**src/rtl/piso_shift_pkg.sv**
```systemverilog
// Shared types and constants for the PISO shift transmitter.
// The frame length depends on PISO_PARITY_EN (adds one parity bit when defined).
package piso_shift_pkg;

   typedef enum logic [1:0] {
      IDLE   = 2'd0,
      SHIFT  = 2'd1,
      PARITY = 2'd2
   } state_t;

   localparam int unsigned DEF_WIDTH = 4;

   function automatic int unsigned FRAME_LEN(input int unsigned width);
`ifdef PISO_PARITY_EN
      return width + 1;
`else
      return width;
`endif
   endfunction

endpackage

```
**src/rtl/piso_bit_counter.sv**
```systemverilog
// Loadable down-counter with enable and zero flag; saturates at zero.
module piso_bit_counter #(
   parameter int unsigned CNT_W = 3
) (
   input  logic             clk,
   input  logic             reset,
   input  logic             load,
   input  logic [CNT_W-1:0] load_val,
   input  logic             en,
   output logic [CNT_W-1:0] cnt,
   output logic             zero
);

   always_ff @(posedge clk or negedge reset) begin
      if (!reset) begin
         cnt <= '0;
      end else if (load) begin
         cnt <= load_val;
      end else if (en && (cnt != '0)) begin
         cnt <= cnt - 1'b1;
      end
   end

   assign zero = (cnt == '0);

endmodule

```
**src/rtl/piso_shift_transmitter.sv**
```systemverilog
// Parallel-in/serial-out transmitter, MSB first, with gapless back-to-back frames.
// Define PISO_PARITY_EN to append an even-parity bit to every frame.
module piso_shift_transmitter
   import piso_shift_pkg::*;
#(
   parameter int unsigned WIDTH = DEF_WIDTH,
   parameter int unsigned CNT_W = $clog2(WIDTH + 1)
) (
   input  logic             clk,
   input  logic             reset,
   input  logic [WIDTH-1:0] D,
   input  logic             d_valid,
   output logic             d_ready,
   input  logic             shift_en,
   output logic             sout,
   output logic             sout_valid,
   output logic             sout_last,
   output logic             busy
);

   state_t             state, state_n;
   logic [WIDTH-1:0]   sreg, sreg_n;
   logic               sout_n, valid_n, last_n;
   logic               accept;
   logic               cnt_load, cnt_dec, cnt_zero;
   logic [CNT_W-1:0]   cnt;
`ifdef PISO_PARITY_EN
   logic               par, par_n;
`endif

   piso_bit_counter #(.CNT_W(CNT_W)) u_cnt (
      .clk      (clk),
      .reset    (reset),
      .load     (cnt_load),
      .load_val (CNT_W'(WIDTH - 1)),
      .en       (cnt_dec),
      .cnt      (cnt),
      .zero     (cnt_zero)
   );

   assign d_ready = shift_en & ((state == IDLE) | sout_last);
   assign accept  = d_valid & d_ready;
   assign busy    = (state != IDLE);

   always_comb begin
      state_n  = state;
      sreg_n   = sreg;
      sout_n   = sout;
      valid_n  = sout_valid;
      last_n   = sout_last;
      cnt_load = 1'b0;
      cnt_dec  = 1'b0;
`ifdef PISO_PARITY_EN
      par_n    = par;
`endif
      if (shift_en) begin
         case (state)
            SHIFT: begin
               if (!cnt_zero) begin
                  sout_n  = sreg[WIDTH-1];
                  sreg_n  = {sreg[WIDTH-2:0], 1'b0};
                  cnt_dec = 1'b1;
`ifdef PISO_PARITY_EN
                  last_n  = 1'b0;
`else
                  last_n  = (cnt == CNT_W'(1));
`endif
               end else begin
`ifdef PISO_PARITY_EN
                  state_n = PARITY;
                  sout_n  = par;
                  last_n  = 1'b1;
`else
                  state_n = IDLE;
                  sout_n  = 1'b0;
                  valid_n = 1'b0;
                  last_n  = 1'b0;
`endif
               end
            end
            PARITY: begin
               state_n = IDLE;
               sout_n  = 1'b0;
               valid_n = 1'b0;
               last_n  = 1'b0;
            end
            default: ;
         endcase
         // Acceptance only happens in IDLE or on the last bit, so it overrides the frame-end path.
         if (accept) begin
            state_n  = SHIFT;
            sout_n   = D[WIDTH-1];
            sreg_n   = {D[WIDTH-2:0], 1'b0};
            valid_n  = 1'b1;
            last_n   = 1'b0;
            cnt_load = 1'b1;
`ifdef PISO_PARITY_EN
            par_n    = ^D;
`endif
         end
      end
   end

   always_ff @(posedge clk or negedge reset) begin
      if (!reset) begin
         state      <= IDLE;
         sreg       <= '0;
         sout       <= 1'b0;
         sout_valid <= 1'b0;
         sout_last  <= 1'b0;
`ifdef PISO_PARITY_EN
         par        <= 1'b0;
`endif
      end else begin
         state      <= state_n;
         sreg       <= sreg_n;
         sout       <= sout_n;
         sout_valid <= valid_n;
         sout_last  <= last_n;
`ifdef PISO_PARITY_EN
         par        <= par_n;
`endif
      end
   end

endmodule
```
**config.mk**
```make
export PLATFORM = sky130hd
export DESIGN_NAME = piso_shift_transmitter
export DESIGN_NICKNAME = d
export VERILOG_FILES = /design/src/rtl/piso_shift_pkg.sv /design/src/rtl/piso_bit_counter.sv /design/src/rtl/piso_shift_transmitter.sv
export SDC_FILE = /design/constraint.sdc
export NUM_CORES = 1
export LEC_CHECK = 0
export CAP_MARGIN = 20
export CELL_PAD_IN_SITES_DETAIL_PLACEMENT = 0
export CELL_PAD_IN_SITES_GLOBAL_PLACEMENT = 1
export CORE_UTILIZATION = 35
export DETAILED_ROUTE_END_ITERATION = 10
export PLACE_DENSITY = 0.76
export SETUP_SLACK_MARGIN = 0.02
export SLEW_MARGIN = 20
export SYNTH_ARGS = -nofsm -noshare
export SYNTH_HDL_FRONTEND = slang
export SYNTH_HIERARCHICAL = 1
export SYNTH_SLANG_ARGS = --single-unit
```
**constraint.sdc**
```tcl
create_clock -name clk -period 2 [get_ports clk]
set_input_delay 0.4 -clock clk [delete_from_list [all_inputs] [get_ports clk]]
set_output_delay 0.4 -clock clk [all_outputs]
set_load 0.02 [all_outputs]
```
# After elaboration in Yosys (flattened, before gate mapping)
# Index checks and enable logic that the tools add are counted.
# word_totals
register_bits	12
inputBits	8
word_cells	48
# classes
add_sub_neg	1
eq_ne	5
mux	22
n_bitwise	3
n_reduce_logical	11
# ops
cell	n
$mux W4	3
$mux W1	11
$mux W3	2
$pmux W1 S2	3
$reduce_and A3 Y1	2
$reduce_bool A2 Y1	3
$reduce_bool A3 Y1	2
$mux W2	2
$pmux W2 S2	1
$eq A3 B1 Y1 const B	1
$logic_not A3 Y1	1
$ne A3 B3 Y1 const B	1
$sub A3 B1 Y3 const B	1
$and A1 B1 Y1	2
$eq A2 B1 Y1 const B	1
$eq A2 B2 Y1 const B	1
$logic_not A2 Y1	1
$ne A2 B2 Y1 const B	1
$reduce_and A2 Y1	1
$logic_and A1 B1 Y1	1
$or A1 B1 Y1	1

# Logic depth before layout (Yosys ltp)
# Gate-level depths: netlist of the first run.
# depth
depth_word	7
ltp_mapped	7

# Modules after synthesis
# The synthesis of the first run kept the hierarchy.
# by_module_without_submodules
mod	n_inst	cells_each	area_per_inst_um2
piso_shift_transmitter	1	37	350.3
piso_bit_counter	1	19	207.7

# Worst setup path after synthesis of the first run
# No wires, ideal clock.
# synth_timing
path_type	register to register
from	reg u_cnt.cnt[0]
to	reg sreg[3]
setup_time_ns	0.125
arrival_ns	1.638
path_slack_ns	0.237
path_stages_with_launch	7
n_path_buf	0
synth_period_minus_slack_ns	1.763
path_cell_list	dfrtp_1 -> inv_1 -> ha_1 -> ha_1 -> nand3b_2 -> mux2_4 -> mux2_4
# synth_between
elab_chain_cells	3
# synth_lines
item	line	source
start, declared	piso_bit_counter.sv:10	output logic [CNT_W-1:0] cnt,
start signal, assigned	piso_bit_counter.sv:18	cnt <= load_val;
start signal, assigned	piso_bit_counter.sv:20	cnt <= cnt - 1'b1;
$logic_not A3 Y1	piso_bit_counter.sv:24	assign zero = (cnt == '0);
net cnt_zero	piso_shift_transmitter.sv:25	logic cnt_load, cnt_dec, cnt_zero;
$ne A2 B2 Y1 (no source line)	n/a	
$reduce_and A3 Y1 (no source line)	n/a	
end signal, assigned	piso_shift_transmitter.sv:116	sreg <= sreg_n;
end, declared	piso_shift_transmitter.sv:22	logic [WIDTH-1:0] sreg, sreg_n;
# The timed path passes the listed nets, and every way through them passes these cells.
# A chain may end at the register's enable or synchronous reset.

# Worst setup path in the final report of the first run
# Ends and elaborated chain as after synthesis.

==> run_results.csv, run 1 <==
group,metric,value,unit
power,powerDensity,1480,nW/um^2
routing,drt_iter0_drc,5,
synthesis,ys_warn_count,6,
placement,placed_cell_area,728,um^2
critical_path,ff2ff_path_depth,6,
global_route,grt_usage,16.2,%
power,vdd_drop_max,0.631,mV
routing,wl_per_cell,12.2,um
floorplan,die_w,41.9,um
synthesis,synth_cell_types,26,
critical_path,crit_type,"reg -> reg",
outcome,outcome,"finished clean",
sta,hold_viol_final,0,
routing,num_vias,473,
floorplan,initial_core_util,37.5,%
clocking,cts_buffers,3,
clocking,max-clock-path-buffers,2,
placement,gp_congestion,0.731,
global_route,grt_pass1_wl,2150,um
placement,dpl_worst_slack,-0.00493,ns
synthesis,syn_avg_cell_area,9.96,um^2
synthesis,ys_ff_latch,9,
cells_and_area,antenna_cells,0,
critical_path,cp_max_fo,4,
synthesis,syn-cell-area,558,um^2
placement,placed_cells,89,
synthesis,ys_seq_area_share,40.4,%
sta,max_freq,0.558,GHz
clocking,root_buffer,"clkbuf_4",
placement,io_buffers,12,
global_route,grt_remaining_overflow,0,
cells_and_area,fin_area,753,um^2
floorplan,io_pins,13,
routing,viasPerCell,5.09,
cells_and_area,area_growth,35.0,%
global_route,grt_max_degree,10,
critical_path,start_kind,"flop",
cells_and_area,drive_above_1_share,18.2,%
critical_path,arrival,1.93,ns
global_route,antenna_found_initial,0,
routing,drc,0,
clocking,cts_tree,"done",
routing,first_pass_iters,4,
floorplan,fp.dieH,41.9,um
cells_and_area,final_common_cell,"clkdlybuf4s50_1",
routing,drt_wl_total,1130,um
cells_and_area,fin_cells,93,
global_route,grt_pass1_vias,484,
synthesis,synth_cells,56,
sta,fin_ws,0.209,ns
sta,timing.final.crit_share,89.5,%
clocking,worstSkewPairLatency,0.26,ns
min_path,hold_class,"in -> async",
cells_and_area,final_nets,88,
critical_path,endpoint_kind,"flop",
floorplan,rows,14,
sta,rsz0062_at_grt,"false",
clocking,clock_sinks,9,
floorplan,core_area,1490,um^2
power,p_total,1.12,mW
sta,fin_setup_tns,0,ns
clocking,clk_pin_slew_worst_paths,0.06,ns
job,cap_violations,0,
power,p_leak,0.360,nW
clocking,hold_buffers,0,
clocking,ctsHtreeMaxLevel,1,
floorplan,die_area,1760,um^2
routing,postRouteAntennaNets,0,
sta,setup_viol,0,
placement,dp_hpwl,849,um
sta,drv_slew,0,
cells_and_area,final_cell_mix,"clkdlybuf4s50_1, dfrtp_1, inv_1, buf_4",
sta,finalCriticalPeriod,1.79,ns
sta,finalClockSkew,0.00574,ns
critical_path,crit_required,2.14,ns
## registers in the layout, summed over array words and instances (netlist names)
register and flops:
sout_last 1, u_cnt/cnt 3, sreg 3, sout 1, sout_valid 1
## cell families after synthesis
family / count (synthesis) / share of synthesized area [%]
buffers and inverters: 9 / 8.07
other: 2 / 1.35
adders and majority gates: 2 / 4.48
AOI/OAI and AO/OA: 12 / 15.5
and+or+nand+nor: 19 / 23.1
muxes: 3 / 7.18
DFF: 9 / 40.4
## report_power, final
group	internal (mW)	switching (mW)
combinational	0.346	0.300
clock	0.0767	0.0603
sequential	0.273	0.0596
total	0.696	0.420
## metal layers
metal	wire length, um	track usage (%)	vias to the layer above
li1	-	-	239
met5	0	0	-
met1	544	20.6	221
met2	525	25.6	13
met3	62	7.83	0
met4	0	1.94	0
## synth_stat cells
master / n / area [um^2]
dfrtp_1: 9 / 225
inv_1: 7 / 26.3
nor2b_1: 4 / 25.0
nor4b_1: 4 / 35.0
a221o_1: 3 / 30.0
o21ai_0: 3 / 15.0
conb_1: 2 / 7.51
ha_1: 2 / 25.0
mux2_4: 2 / 30.0
nand2_1: 2 / 7.51
nand2b_1: 2 / 12.5
o211ai_1: 2 / 15.0
a21o_1: 1 / 7.51
a21oi_1: 1 / 5.00
a31oi_1: 1 / 6.26
and2_2: 1 / 7.51
and2b_4: 1 / 10.0
buf_4: 1 / 7.51
buf_6: 1 / 11.3
mux2i_1: 1 / 10.0
nand3_1: 1 / 5.00
nand3b_2: 1 / 11.3
nand4_1: 1 / 6.26
nor2_1: 1 / 3.75
nor3_1: 1 / 5.00
o21a_1: 1 / 7.51
## per-stage QoR
stage | utilization [%] | hold slack, ns
global placement | 48.9 | 0.515
CTS | 50.6 | 0.440
floorplan | - | 0.104
finish | 50.6 | 0.428
global route | 50.6 | 0.460
detailed placement | 48.9 | 0.521
## cell type report
class,count,area (um^2)
timing repair buffer,18,164
fill,148,736
sequential,9,225
clock buffer,4,26.3
tap,16,20.0
inverter,7,26.3
multi-input combinational,39,292
## worst paths after layout
check	slack, ns	from	endpoint
hold / removal	0.43	reset	sout
min in group clk	0.52	sreg[1]	sreg[1]
max in group asynchronous	1.29	reset	sreg[1]
hold reg to reg	0.52	sreg[1]	sreg[1]
setup reg to reg	0.21	u_cnt/cnt[0]	sreg[3]
setup / recovery	0.21	u_cnt/cnt[0]	sreg[3]
## worst max-delay path, stage by stage, from the launching register on
cell	delay [ns]
dfrtp_1	0.38
inv_1	0.06
ha_1	0.20
ha_1	0.20
nand3b_2	0.26
mux2_4	0.32
mux2_4	0.25
## repair_timing
| item | CTS | global route |
|---|---|---|
| setup endpoints to repair | 1 | 0 |
| setup buffers | 0 | 0 |
| gates resized for setup | 1 | 0 |
No activity file was read; power rests on OpenSTA's default activity.
==> run 2, diff against run 1 <==
--- a/config.mk
+++ b/config.mk
@@ -6,12 +6,14 @@
 export NUM_CORES = 1
 export LEC_CHECK = 0
 export CAP_MARGIN = 20
-export CELL_PAD_IN_SITES_DETAIL_PLACEMENT = 0
+export CELL_PAD_IN_SITES_DETAIL_PLACEMENT = 1
 export CELL_PAD_IN_SITES_GLOBAL_PLACEMENT = 1
 export CORE_UTILIZATION = 35
 export DETAILED_ROUTE_END_ITERATION = 10
+export HOLD_SLACK_MARGIN = 0.03
 export PLACE_DENSITY = 0.76
 export SETUP_SLACK_MARGIN = 0.02
+export SKIP_CTS_REPAIR_TIMING = 1
 export SLEW_MARGIN = 20
 export SYNTH_ARGS = -nofsm -noshare
 export SYNTH_HDL_FRONTEND = slang
==> run 2 against run 1 <==
Total power about the same. Largest power group unchanged. Worst hold slack improved by 0.012 ns. Cell count unchanged. Global-route usage about the same. Maximum frequency decreased by 0.21%. Utilization increased by 0.25 points. Critical endpoint unchanged.
==> run_results.csv, run 2 (synthesis results as in run 1) <==
group,metric,value,unit
outcome,outcome,"finished clean",
critical_path,cp_max_fo,4,
sta,drv_slew,0,
global_route,grt_max_degree,10,
clocking,worstSkewPairLatency,0.25,ns
global_route,grt_pass1_wl,2130,um
power,powerDensity,1470,nW/um^2
floorplan,initial_core_util,37.5,%
critical_path,r2r_start,"u_cnt/cnt[0]",
sta,max_freq,0.557,GHz
routing,wl_met3,59,um
routing,drt_wl_total,1180,um
cells_and_area,final_common_cell,"clkdlybuf4s50_1",
clocking,ctsHtreeMaxLevel,1,
power,p_int,699,uW
global_route,grt_pass1_vias,490,
global_route,grt_remaining_overflow,0,
min_path,hold_class,"in -> async",
sta,fin_ws,0.206,ns
routing,postRouteAntennaNets,0,
global_route,grt_usage,16.2,%
power,p_seq_share,30.0,%
clocking,clock_sinks,9,
critical_path,rr_endpoint,"sreg[3]",
floorplan,fp.dieH,41.9,um
critical_path,ff2ff_path_depth,6,
cells_and_area,final_cell_mix,"clkdlybuf4s50_1, dfrtp_1, inv_1, buf_4",
sta,setup_viol,0,
floorplan,rows,14,
routing,dr_wl_met2,574,um
routing,num_vias,475,
job,cap_violations,0,
critical_path,crit_type,"reg -> reg",
clocking,root_buffer,"clkbuf_4",
cells_and_area,antenna_cells,0,
floorplan,die_area,1760,um^2
floorplan,core_area,1490,um^2
power,combPwrFrac,58.1,%
global_route,antenna_found_initial,0,
floorplan,io_pins,13,
sta,rsz0062_at_grt,"false",
routing,drc,0,
power,p_total,1.12,mW
critical_path,endpoint_kind,"flop",
clocking,clk_pin_slew_worst_paths,0.05,ns
power,p_sw,417,uW
routing,dr.max_layer_used,"met3",
power,p_leak,0.371,nW
placement,dp_hpwl,913,um
cells_and_area,final_nets,88,
routing,first_pass_iters,4,
floorplan,die_w,41.9,um
routing,drt_iter0_drc,2,
critical_path,arrival,1.93,ns
sta,timing.final.crit_share,89.7,%
placement,io_buffers,12,
placement,gp_congestion,0.731,
cells_and_area,reg_top3,"sreg (3), u_cnt/cnt (3)",
clocking,cts_tree,"done",
routing,met1_length,548,um
cells_and_area,area_growth,35.7,%
placement,dpl_worst_slack,0.00834,ns
clocking,cts_buffers,3,
sta,finalClockSkew,0.00170,ns
critical_path,start_kind,"flop",
cells_and_area,drive_above_1_share,18.2,%
sta,hold_viol_final,0,
clocking,max-clock-path-buffers,2,
power,clkPwrFrac,11.9,%
sta,finalCriticalPeriod,1.79,ns
power,vdd_drop_max,0.668,mV
critical_path,r2r_slack,0.21,ns
routing,wl_per_cell,12.7,um
critical_path,crit_required,2.14,ns
power,netSwitchingFraction,37.4,%
routing,viasPerCell,5.11,
==> run 2: worst max-delay path by stage <==
| stage | start | end | slack, ns | cells past startpoint |
|---|---|---|---|---|
| 5_1_grt | u_cnt/cnt[0] | u_cnt/cnt[0] | 0.1 | 7 |
| 3_5_place_dp | shift_en | d_ready | 0.008 | 3 |
| 4_1_cts | sout_last | d_ready | -0.009 | 3 |
| 6_report | u_cnt/cnt[0] | sreg[3] | 0.21 | 6 |
| 2_1_floorplan | u_cnt/cnt[0] | sreg[3] | 0.24 | 6 |
| 3_3_place_gp | shift_en | d_ready | 0.02 | 3 |
==> run 2: metrics by stage <==
step,TNS (ns),std cells,hold WS (ns),instance area (um^2),util [%]
4_1_cts,-0.00935,93,0.451,754,50.7
3_3_place_gp,0,89,0.515,728,48.9
5_1_grt,0,93,0.463,757,50.8
3_5_place_dp,0,89,0.515,728,48.9
2_1_floorplan,0,57,0.104,562,-
6_report,0,93,0.440,757,50.8
==> run 2: layer usage <==
metal | GRT usage, % | vias up
met5 | 0 | -
met4 | 1.94 | 0
met3 | 8.26 | 0
met2 | 27.2 | 10
met1 | 18.9 | 229
li1 | - | 236
==> run 2: worst max-delay path: stages, from the launching register on <==
cell      delay, ns
dfrtp_1        0.38
inv_1          0.06
ha_1           0.20
ha_1           0.20
nand3b_2       0.27
mux2_4         0.32
mux2_4         0.25
==> run 2: cell type report <==
cell class	count	area, um^2
flip-flops and latches	9	225
fillers	174	732
inverters	7	26.3
repair buffers	18	168
clock buffers	4	26.3
well taps	16	20.0
multi-input cells	39	292
==> run 2: power by group through the flow <==
| stage | combinational, mW | clock, mW | sequential (mW) |
|---|---|---|---|
| 6_report | 0.648 | 0.133 | 0.334 |
| 5_1_grt | 0.718 | 0.148 | 0.345 |
| 4_1_cts | 0.651 | 0.140 | 0.337 |
| 3_3_place_gp | 0.638 | 0 | 0.333 |
| 2_1_floorplan | 0.392 | 0 | 0.368 |
| 3_5_place_dp | 0.639 | 0 | 0.339 |
==> run 3, diff against run 2 <==
--- a/config.mk
+++ b/config.mk
@@ -11,7 +11,7 @@
 export CORE_UTILIZATION = 35
 export DETAILED_ROUTE_END_ITERATION = 10
 export HOLD_SLACK_MARGIN = 0.03
-export PLACE_DENSITY = 0.76
+export PLACE_DENSITY_LB_ADDON = 0.3
 export SETUP_SLACK_MARGIN = 0.02
 export SKIP_CTS_REPAIR_TIMING = 1
 export SLEW_MARGIN = 20
==> run 3 against run 2 <==
First-iteration DRC count rose by 100%. Critical path type unchanged. Worst hold slack gained 0.0042 ns. Final area stayed put. Register-to-register slack about the same. Cell count did not move. Largest power group unchanged. Utilization stayed put. Count of clock-buffer cells in the layout did not move. Non-clock buffer count did not move. Maximum frequency shrank 0.54%. Sequential power hardly changed. Via count shrank 0.42%. Combinational power up 1%. Largest cell class unchanged.
==> run_results.csv, run 3 (synthesis results as in run 1) <==
group,metric,value,unit
outcome,outcome,"finished clean",
cells_and_area,fillers,165,
global_route,grt_usage,17.6,%
sta,drv_slew,0,
routing,drt_iter0_drc,4,
job,cap_violations,0,
floorplan,fp.dieH,41.9,um
min_path,hold_class,"in -> async",
global_route,grt_remaining_overflow,0,
power,netSwitchingFraction,38.6,%
cells_and_area,fin_util,50.8,%
power,p_total,1.14,mW
placement,gp_congestion,0.735,
power,p_sw,438,uW
routing,viasPerCell,5.09,
global_route,grt_pass1_vias,530,
cells_and_area,area_growth,35.7,%
cells_and_area,final_cell_mix,"clkdlybuf4s50_1, dfrtp_1, inv_1, buf_4",
routing,first_pass_iters,2,
power,combPwrFrac,57.8,%
routing,num_vias,473,
routing,postRouteAntennaNets,0,
clocking,cts_buffers,3,
cells_and_area,drive_above_1_share,18.2,%
critical_path,arrival,1.95,ns
clocking,max-clock-path-buffers,2,
power,p_seq_share,29.5,%
cells_and_area,final_common_cell,"clkdlybuf4s50_1",
sta,setup_viol,0,
sta,hold_viol_final,0,
routing,drc,0,
floorplan,die_area,1760,um^2
power,powerDensity,1500,nW/um^2
placement,dp_hpwl,1010,um
critical_path,worst-path-buf-inv,1,
sta,finalClockSkew,0.00598,ns
floorplan,die_w,41.9,um
floorplan,initial_core_util,37.5,%
routing,drt_wl_total,1350,um
global_route,grt_max_degree,10,
critical_path,cpPeakStageDelay,0.39,ns
cells_and_area,seq_area,225,um^2
clocking,clock_sinks,9,
critical_path,cp_slowest_cell,"dfrtp_1",
placement,io_buffers,12,
critical_path,crit_family,"multiplexers",
global_route,antenna_found_initial,0,
sta,timing.final.crit_share,90.2,%
critical_path,ff2ff_path_depth,6,
sta,max_freq,0.554,GHz
critical_path,cp_max_fo,4,
clocking,root_buffer,"clkbuf_4",
cells_and_area,antenna_cells,0,
sta,finalCriticalPeriod,1.80,ns
critical_path,endpoint_kind,"flop",
clocking,worstSkewPairLatency,0.26,ns
cells_and_area,reg_top3,"sreg (3), u_cnt/cnt (3)",
power,p_int,699,uW
routing,wl_per_cell,14.5,um
critical_path,path_depth,6,
global_route,grt_pass1_wl,2330,um
floorplan,io_pins,13,
critical_path,path_cells,"inv_1, ha_1, ha_1, nand3b_2, mux2_4, mux2_4",
floorplan,rows,14,
power,p_leak,0.371,nW
power,clkPwrFrac,12.7,%
critical_path,start_kind,"flop",
floorplan,core_area,1490,um^2
power,vdd_drop_max,0.568,mV
critical_path,crit_type,"reg -> reg",
sta,rsz0062_at_grt,"false",
clocking,clk_pin_slew_worst_paths,0.07,ns
critical_path,r2r_slack,0.20,ns
critical_path,crit_required,2.14,ns
clocking,cts_tree,"done",
cells_and_area,final_nets,88,
clocking,ctsHtreeMaxLevel,1,
cells_and_area,multi_input_comb_area,292,um^2
## run 3: cell counts in the layout (fill, tap and decap cells not counted)
Identical to the previous run, type by type.
## run 3: per-layer routing
metal,share of wire [%],track usage [%],routed length [um],vias up
li1,-,-,-,235
met1,45,21.8,605,232
met2,53,30.0,711,6
met3,2.4,3.91,32,0
met4,0,5.81,0,0
met5,0,0,0,-
## run 3: metrics by stage
| step | hold WS (ns) | worst slack, ns | setup TNS, ns | area, um^2 | std cells |
|---|---|---|---|---|---|
| 2_1_floorplan | 0.104 | 0.237 | 0 | 562 | 57 |
| 3_3_place_gp | 0.517 | 0.0163 | 0 | 728 | 89 |
| 3_5_place_dp | 0.552 | -0.00445 | -0.00445 | 728 | 89 |
| 4_1_cts | 0.455 | -0.0466 | -0.0466 | 754 | 93 |
| 5_1_grt | 0.471 | 0.0802 | 0 | 757 | 93 |
| 6_report | 0.444 | 0.196 | 0 | 757 | 93 |
## run 3: worst paths after layout
path | from | endpoint
hold reg to reg | sreg[1] | sreg[1]
hold / removal | reset | sout
setup reg to reg | u_cnt/cnt[0] | sreg[3]
min in group clk | sreg[1] | sreg[1]
max in group asynchronous | reset | sreg[3]
setup / recovery | u_cnt/cnt[0] | sreg[3]
## run 3: power groups by stage
stage | combinational (mW) | clock (mW) | sequential (mW)
floorplan | 0.392 | 0 | 0.368
global placement | 0.635 | 0 | 0.332
detailed placement | 0.653 | 0 | 0.341
CTS | 0.664 | 0.151 | 0.337
global route | 0.715 | 0.162 | 0.348
finish | 0.657 | 0.144 | 0.336
## run 3: worst register-to-register path: stages, from the launching register on
cell and delay [ns]:
dfrtp_1 0.39, inv_1 0.06, ha_1 0.20, ha_1 0.19, nand3b_2 0.27, mux2_4 0.33
mux2_4 0.25
## run 3: area by class of cell
type / instances / area share [%]
well taps: 16 / 2.64
flip-flops and latches: 9 / 29.8
clock buffers: 4 / 3.47
multi-input cells: 39 / 38.5
repair buffers: 18 / 22.1
inverters: 7 / 3.47
